`config.mk`:
```
export PLATFORM = sky130hd
export DESIGN_NAME = dsp_mac_pipe
export DESIGN_NICKNAME = d
export VERILOG_FILES = /design/src/rtl/dsp_pkg.sv /design/src/rtl/dsp_post_adder.sv /design/src/rtl/dsp_mac_pipe.sv
export SDC_FILE = /design/constraint.sdc
export NUM_CORES = 1
export LEC_CHECK = 0
export ABC_AREA = 1
export CAP_MARGIN = 40
export CORE_MARGIN = 3
export CORE_UTILIZATION = 45
export DETAILED_ROUTE_END_ITERATION = 6
export PLACE_DENSITY = 0.66
export SYNTH_ARGS = -nofsm -noshare
export SYNTH_HDL_FRONTEND = slang
export SYNTH_SLANG_ARGS = --single-unit
```
`constraint.sdc`:
```
create_clock -name CLK -period 9.7 [get_ports CLK]
set_clock_uncertainty 0.05 [all_clocks]
set_input_delay 2.91 -clock CLK [delete_from_list [all_inputs] [get_ports CLK]]
set_output_delay 2.91 -clock CLK [all_outputs]
set_load 0.02 [all_outputs]
```
`src/rtl/dsp_pkg.sv`:
```
`default_nettype none
// +----------------------------------------------------------------------------+
// | Module      : dsp_pkg                                                      |
// | Description : Shared Z-operand encodings and B-input mode names for the    |
// |               DSP multiply-accumulate slices.                              |
// | Revision    : 1.0                                                          |
// +----------------------------------------------------------------------------+
package dsp_pkg;

    localparam logic [1:0] ZSEL_ZERO = 2'd0;
    localparam logic [1:0] ZSEL_P    = 2'd1;
    localparam logic [1:0] ZSEL_C    = 2'd2;
    localparam logic [1:0] ZSEL_PCIN = 2'd3;

    localparam string B_INPUT_DIRECT  = "DIRECT";
    localparam string B_INPUT_CASCADE = "CASCADE";

endpackage
`default_nettype wire

```
`src/rtl/dsp_post_adder.sv`:
```
`default_nettype none
// +----------------------------------------------------------------------------+
// | Module      : dsp_post_adder                                               |
// | Description : Combinational Z +/- (M + carry) with carry-out extraction    |
// |               and optional unsigned saturation.                            |
// | Revision    : 1.0                                                          |
// +----------------------------------------------------------------------------+
module dsp_post_adder #(
    parameter int P_W      = 48,
    parameter int SATURATE = 0
) (
    input  logic [P_W-1:0] i_z,
    input  logic [P_W-1:0] i_m,
    input  logic           i_carryin,
    input  logic           i_postsub,
    output logic [P_W-1:0] o_p,
    output logic           o_carry,
    output logic           o_overflow
);

    logic [P_W:0] w_x;
    logic [P_W:0] w_r;

    // One extra bit holds the carry of an add or the borrow of a subtract.
    always_comb begin
        w_x        = {1'b0, i_m} + {{P_W{1'b0}}, i_carryin};
        w_r        = i_postsub ? ({1'b0, i_z} - w_x) : ({1'b0, i_z} + w_x);
        o_carry    = w_r[P_W];
        o_p        = w_r[P_W-1:0];
        o_overflow = 1'b0;
        if ((SATURATE != 0) && w_r[P_W]) begin
            o_p        = i_postsub ? {P_W{1'b0}} : {P_W{1'b1}};
            o_overflow = 1'b1;
        end
    end

endmodule
`default_nettype wire

```
`src/rtl/dsp_mac_pipe.sv`:
```
`default_nettype none
// +----------------------------------------------------------------------------+
// | Module      : dsp_mac_pipe                                                 |
// | Description : Three-stage valid-qualified pre-add / multiply / post-add    |
// |               slice with accumulate path and optional saturation.          |
// | Revision    : 1.0                                                          |
// +----------------------------------------------------------------------------+
module dsp_mac_pipe
    import dsp_pkg::*;
#(
    parameter int    A_W      = 18,
    parameter int    B_W      = 18,
    parameter int    P_W      = 48,
    parameter string B_INPUT  = "DIRECT",
    parameter int    SATURATE = 0
) (
    input  logic               CLK,
    input  logic               RST_N,
    input  logic               CE,
    input  logic               IN_VALID,
    input  logic               PREADD_EN,
    input  logic               PREADD_SUB,
    input  logic [1:0]         ZSEL,
    input  logic               POSTSUB,
    input  logic               CARRYIN,
    input  logic [A_W-1:0]     A,
    input  logic [B_W-1:0]     B,
    input  logic [B_W-1:0]     D,
    input  logic [B_W-1:0]     BCIN,
    input  logic [P_W-1:0]     C,
    input  logic [P_W-1:0]     PCIN,
    output logic [B_W-1:0]     BCOUT,
    output logic [A_W+B_W-1:0] M,
    output logic [P_W-1:0]     P,
    output logic [P_W-1:0]     PCOUT,
    output logic               CARRYOUT,
    output logic               OVERFLOW,
    output logic               OUT_VALID
);

    localparam int c_m_w     = A_W + B_W;
    localparam bit c_cascade = (B_INPUT == B_INPUT_CASCADE);

    generate
        if (P_W < A_W + B_W) begin : g_width_check
            $error("dsp_mac_pipe: P_W must be at least A_W+B_W");
        end
        if ((B_INPUT != B_INPUT_DIRECT) && (B_INPUT != B_INPUT_CASCADE)) begin : g_b_input_check
            $error("dsp_mac_pipe: B_INPUT must be DIRECT or CASCADE");
        end
    endgenerate

    // Stage 1 registers
    logic [A_W-1:0] r_s1_a;
    logic [B_W-1:0] r_s1_b;
    logic [B_W-1:0] r_s1_d;
    logic [P_W-1:0] r_s1_c;
    logic [P_W-1:0] r_s1_pcin;
    logic           r_s1_preadd_en;
    logic           r_s1_preadd_sub;
    logic [1:0]     r_s1_zsel;
    logic           r_s1_postsub;
    logic           r_s1_carryin;
    logic           r_v1;

    // Stage 2 registers
    logic [c_m_w-1:0] r_s2_m;
    logic [P_W-1:0]   r_s2_c;
    logic [P_W-1:0]   r_s2_pcin;
    logic [1:0]       r_s2_zsel;
    logic             r_s2_postsub;
    logic             r_s2_carryin;
    logic             r_v2;

    // Stage 3 registers
    logic [P_W-1:0] r_p;
    logic           r_carryout;
    logic           r_overflow;
    logic           r_out_valid;

    logic [B_W-1:0]   w_b_sel;
    logic [B_W-1:0]   w_pre;
    logic [c_m_w-1:0] w_prod;
    logic [P_W-1:0]   w_z;
    logic [P_W-1:0]   w_m_ext;
    logic [P_W-1:0]   w_p_next;
    logic             w_carry_next;
    logic             w_overflow_next;

    assign w_b_sel = c_cascade ? BCIN : B;

    always_ff @(posedge CLK or negedge RST_N) begin
        if (!RST_N) begin
            r_s1_a          <= '0;
            r_s1_b          <= '0;
            r_s1_d          <= '0;
            r_s1_c          <= '0;
            r_s1_pcin       <= '0;
            r_s1_preadd_en  <= 1'b0;
            r_s1_preadd_sub <= 1'b0;
            r_s1_zsel       <= ZSEL_ZERO;
            r_s1_postsub    <= 1'b0;
            r_s1_carryin    <= 1'b0;
            r_v1            <= 1'b0;
        end else if (CE) begin
            r_s1_a          <= A;
            r_s1_b          <= w_b_sel;
            r_s1_d          <= D;
            r_s1_c          <= C;
            r_s1_pcin       <= PCIN;
            r_s1_preadd_en  <= PREADD_EN;
            r_s1_preadd_sub <= PREADD_SUB;
            r_s1_zsel       <= ZSEL;
            r_s1_postsub    <= POSTSUB;
            r_s1_carryin    <= CARRYIN;
            r_v1            <= IN_VALID;
        end
    end

    always_comb begin
        w_pre = r_s1_b;
        if (r_s1_preadd_en) begin
            w_pre = r_s1_preadd_sub ? (r_s1_d - r_s1_b) : (r_s1_d + r_s1_b);
        end
        w_prod = c_m_w'(r_s1_a) * c_m_w'(w_pre);
    end

    always_ff @(posedge CLK or negedge RST_N) begin
        if (!RST_N) begin
            r_s2_m       <= '0;
            r_s2_c       <= '0;
            r_s2_pcin    <= '0;
            r_s2_zsel    <= ZSEL_ZERO;
            r_s2_postsub <= 1'b0;
            r_s2_carryin <= 1'b0;
            r_v2         <= 1'b0;
        end else if (CE) begin
            r_s2_m       <= w_prod;
            r_s2_c       <= r_s1_c;
            r_s2_pcin    <= r_s1_pcin;
            r_s2_zsel    <= r_s1_zsel;
            r_s2_postsub <= r_s1_postsub;
            r_s2_carryin <= r_s1_carryin;
            r_v2         <= r_v1;
        end
    end

    // Accumulate reads the live P register, so invalid gaps leave the sum intact.
    always_comb begin
        w_z = '0;
        case (r_s2_zsel)
            ZSEL_P:    w_z = r_p;
            ZSEL_C:    w_z = r_s2_c;
            ZSEL_PCIN: w_z = r_s2_pcin;
            default:   w_z = '0;
        endcase
        w_m_ext = P_W'(r_s2_m);
    end

    dsp_post_adder #(
        .P_W      (P_W),
        .SATURATE (SATURATE)
    ) u_post_adder (
        .i_z        (w_z),
        .i_m        (w_m_ext),
        .i_carryin  (r_s2_carryin),
        .i_postsub  (r_s2_postsub),
        .o_p        (w_p_next),
        .o_carry    (w_carry_next),
        .o_overflow (w_overflow_next)
    );

    always_ff @(posedge CLK or negedge RST_N) begin
        if (!RST_N) begin
            r_p         <= '0;
            r_carryout  <= 1'b0;
            r_overflow  <= 1'b0;
            r_out_valid <= 1'b0;
        end else if (CE) begin
            r_out_valid <= r_v2;
            if (r_v2) begin
                r_p        <= w_p_next;
                r_carryout <= w_carry_next;
                r_overflow <= w_overflow_next;
            end
        end
    end

    assign BCOUT     = r_s1_b;
    assign M         = r_s2_m;
    assign P         = r_p;
    assign PCOUT     = r_p;
    assign CARRYOUT  = r_carryout;
    assign OVERFLOW  = r_overflow;
    assign OUT_VALID = r_out_valid;

endmodule
`default_nettype wire

```
==> Word level (Yosys, flattened, before mapping) <==
Cells that the tools add are included.
{ "totals": {"ff_bits": 344, "inputBits": 178, "output_inout_bits": 153} }
{ "classes": {"add_sub_neg": 5, "n_mul": 1, "n_eq_ne": 3, "muxes": 4, "reduce_logical": 1} }
{ "op_table": {"columns": ["cell", "count"], "rows": [
  ["case mux 48 bit (3 select lines)", 1],
  ["adder 48 x 49 -> 49 bit", 1],
  ["two-way mux 49 bit", 1],
  ["subtractor 48 x 49 -> 49 bit", 1],
  ["adder 36 x 1 -> 37 bit", 1],
  ["multiplier 18 x 18 -> 36 bit", 1],
  ["two-way mux 18 bit", 2],
  ["adder 18 bit", 1],
  ["subtractor 18 bit", 1],
  ["equality test 2 bit, second input constant", 2],
  ["equality test 2 x 1 -> 1 bit, second input constant", 1],
  ["AND reduction 2 bit", 1]
]} }

==> Depth between registers and ports, before layout <==
{ "logic_depth": {"ltp_word": 4, "depth_mapped": 44, "depth_no_buf": 43} }

==> Cells and area by module <==
Synthesis repeated with hierarchy kept, for this count alone.
{ "unflattened": {"hier_cells": 4538, "hier_area_um2": 33525.9} }
{ "by_module_without_submodules": {"columns": ["module", "instances", "cells_per_inst", "area_per_inst_um2"], "rows": [
  ["dsp_mac_pipe", 1, 3240, 26724.4],
  ["dsp_post_adder", 1, 1298, 6801.5]
]} }

==> Worst setup path before layout <==
No wires, ideal clock.
{ "synth_timing": {"path_type": "register to register", "startpoint": "reg r_s1_b[0], in the netlist BCOUT[0]", "endpoint": "reg r_s2_m[35], in the netlist M[35]", "setup_time_ns": 0.133, "arrival_time_ns": 7.753, "t_required_ns": 9.517, "slack_ns": 1.764, "path_stages_with_launch": 38, "path_cell_list": "dfrtp_1 inv_1 ha_1 nand3_1 nor2_1 nand3_1 o31ai_1 xor2_1 inv_1 ha_1 a21oi_1 nand2_1 a211oi_1 nand2_1 nand2_1 nand3_1 o21ai_1 clkbuf_1 (+2 left out) inv_1 fa_1 inv_1 fa_1 fa_1 fa_1 inv_1 fa_1 inv_1 ha_1 a21o_1 a21oi_1 o21bai_1 a21oi_1 nand2_1 or2_2 nand3_1 o21ai_0"} }
{ "synth_between": {"elab_chain_len": 4} }
{ "synth_lines": {"columns": ["element", "line", "rtl"], "rows": [
  ["start, declared", "dsp_mac_pipe.sv:55", "logic [B_W-1:0] r_s1_b;"],
  ["start signal, assigned", "dsp_mac_pipe.sv:107", "r_s1_b <= w_b_sel;"],
  ["adder 18 bit or subtractor 18 bit (tied branches)", "dsp_mac_pipe.sv:123", "w_pre = r_s1_preadd_sub ? (r_s1_d - r_s1_b) : (r_s1_d + r_s1_b);"],
  ["two-way mux 18 bit", "dsp_mac_pipe.sv:123", null],
  ["two-way mux 18 bit *", "dsp_mac_pipe.sv:122", "if (r_s1_preadd_en) begin"],
  ["multiplier 18 x 18 -> 36 bit *", "dsp_mac_pipe.sv:125", "w_prod = c_m_w'(r_s1_a) * c_m_w'(w_pre);"],
  ["end signal, assigned", "dsp_mac_pipe.sv:138", "r_s2_m <= w_prod;"],
  ["end, declared", "dsp_mac_pipe.sv:67", "logic [c_m_w-1:0] r_s2_m;"]
]} }
Every way passes the cells marked *; elsewhere a longest branch is shown, timed or not.
A chain may end at the register's enable or synchronous reset.

==> Final worst setup path <==
Same ends and word-level chain as after synthesis.

==> out/qor.txt <==
status - complete, no violations
count leader, synth - nand2_1
fillers - 6,670
Detail Placement HPWL - 76,800 um
critical path endpoint category - flop
die area - 0.0723 mm^2
Tot GR Track Use - 27.0%
Clock Path Buffers - 3
Post-Place Cells - 5,200
CP Depth - 37
WS Path Type - flop to flop
hold depth - 2
Required @ worst endpoint - 10.07 ns
antenna-violating nets left - 0
maxcap violations - 0
P&R area growth vs syn - 16.2%
share of the synthesized area in the top cell type - 27.7%
clock sink count - 344
Seq cells post-synth - 344
largest area contributor in the netlist - dfrtp_1
vias in the first global route - 27,824
top cells by count, synth - nand2_1, inv_1, dfrtp_1, nor2_1, o21ai_0
Async SR Flop Fraction - 100%
final WL - 96,600 um
Top delay family on crit path - adder cells
Final Non-Filler Cells - 5,274
largest net degree at the start of global routing - 153
Syn Inst Count - 4,170
hold_buf cts - 0
Synthesized Nets - 4,785
Synth Flop Type - dfrtp_1
I/O pin count - 331
EDFF count, synth - 0
CTS tree - done
CTS H-tree depth - 2
Period Utilization, post-route - 93.9%
CTS buffer count - 42
number of remaining DRC errors - 0
synthesized cell area - 0.0311 mm^2
R2R depth - 37
hold path start - r_s1_c[34]
# setup viols final - 0
hold crit path type - flop to flop
Initial Util - 45.9%
Post-CTS Setup Bufs - 0
GR Layer Usage met3 - 3.72%
Detailed Routing Iterations Pass 1 - 5
setup_tns - 0 ns
area occupied by multi-input gates - 0.0192 mm^2
crit path time final - 9.11 ns
routed vias - 27,490
top post-synthesis cells by area - dfrtp_1, fa_1, nand2_1, inv_1, ha_1
crit path from - BCOUT[0]
RSZ-0062 raised after global routing - false
GR peak layer - met2
total grt overflow - 0
slowest stage cell, crit path - fa_1
root buf cell - clkbuf_16
initial antenna violation count - 1
vias per cell - 5.21
Least-Margin Pin Slew - 0.912 ns
Worst-path clk slew - 0.06 ns
share of layout cells above drive strength 1 - 3.93%
routed length per placed instance - 18.3 um
Die Ht - 269 um
Fin. Hold Viols - 0
Arrival @ worst endpoint - 9.48 ns
Clock Latency Late Sink - 0.58 ns
CP bufs+invs - 6
sequential area share after synthesis - 27.7%
reg2reg start - BCOUT[0]
RePlAce Congestion - 0.943
max-slew violations - 0
met2 usage - 47.2%
Hold Slack - 0.420 ns
Gates resized, CTS repair - 0
Max Freq - 110 MHz
CP Max Fanout - 12
utilization after layout - 53.3%
met1 GRT Util - 34.6%
Mean Syn Cell Area - 7.45 um^2
final net count - 4,986
CP startpoint kind - flop
port buffer count - 311
core area - 0.0678 mm^2
Starting DRT DRC Count - 2,236
Rel. slew slack - 39.2%
Rows - 95
yosys warns - 0
global-route wire length before repair - 153,000 um
Distinct cells, synth - 52
Die Width - 269 um
crit-path max cell delay - 0.61 ns
FF/Latch Area - 0.00861 mm^2
==> area by class of cell <==
| type | instances | area share, % |
|---|---|---|
| Sequential cell | 344 | 23.8 |
| Antenna cell | 1 | 0.00693 |
| Tap cell | 873 | 3.03 |
| Inverter | 654 | 6.81 |
| Multi-Input combinational cell | 2986 | 53.0 |
| Clock buffer | 59 | 3.34 |
| Clock inverter | 14 | 0.547 |
| Timing Repair Buffer | 343 | 9.38 |
==> per-layer routing <==
| layer | part of all wire, % | vias up |
|---|---|---|
| li1 | - | 13356 |
| met1 | 42 | 13276 |
| met2 | 49 | 712 |
| met3 | 5.4 | 146 |
| met4 | 3.4 | 0 |
| met5 | 0 | - |
==> stage by stage <==
step	cell area, um^2	worst slack, ns
detailed placement	34700	0.636
finish	36100	0.587
floorplan	31100	1.76
global route	36100	0.0246
CTS	36100	0.569
global placement	34700	0.656
==> flip-flops by register name (all words and copies together) (netlist names), 2 cells and up <==
signal,flops
P,48
r_s1_c,48
r_s1_pcin,48
r_s2_c,48
r_s2_pcin,48
M,36
BCOUT,18
r_s1_a,18
r_s1_d,18
r_s1_zsel,2
r_s2_zsel,2
==> layout by cell type, fill, tap and decap left out, drive strengths merged, types with 2 or more instances in the layout <==
cell / instances
nor3: 17
clkinv: 17
o221ai: 45
o31ai: 3
xor2: 66
a21oi: 115
inv: 646
nor2: 354
o21ai: 304
nand3b: 4
and3: 4
clkbuf: 59
a31oi: 26
o211ai: 3
nand2: 1266
nand4: 23
buf: 34
a221oi: 2
clkinvlp: 2
a21o: 7
fa: 258
bufinv: 3
and2: 3
or2: 23
clkdlybuf4s50: 309
dfrtp: 344
nor4: 5
o21a: 2
a211oi: 3
nand3: 207
o22ai: 4
o21bai: 16
xnor2: 39
ha: 179
a21boi: 4
==> cell families after synthesis <==
family	share of synthesized area [%]
AND/OR/NAND/NOR	25.1
XOR/XNOR	2.98
adder cells (fa/ha/maj)	23.8
other	0.0121
AO/OA/AOI/OAI	9.70
flip-flops	27.7
buffers and inverters	10.7
==> path summary, 6_finish.rpt <==
path	to	slack [ns]
hold / removal	r_s1_c[34]	0.42
setup reg to reg	M[35]	0.59
min in group asynchronous	r_s1_pcin[7]	2.30
setup / recovery	M[35]	0.59
max in group asynchronous	r_s1_c[37]	5.96
hold reg to reg	r_s1_c[34]	0.42
==> worst reg2reg max path: cells and delay by family, from the launching register on <==
| family | cells | cell delay (ns) |
|---|---|---|
| AOI/OAI and AO/OA | 6 | 1.28 |
| xor gates and xnor gates | 1 | 0.19 |
| adders and majority gates | 9 | 4.12 |
| buffers and inverters | 6 | 0.39 |
| DFF | 1 | 0.42 |
| and+or+nand+nor | 15 | 2.51 |
Power is left out: the tool's default activity adds up to more than one toggle a clock period on the data nets, which glitch-free logic cannot reach.
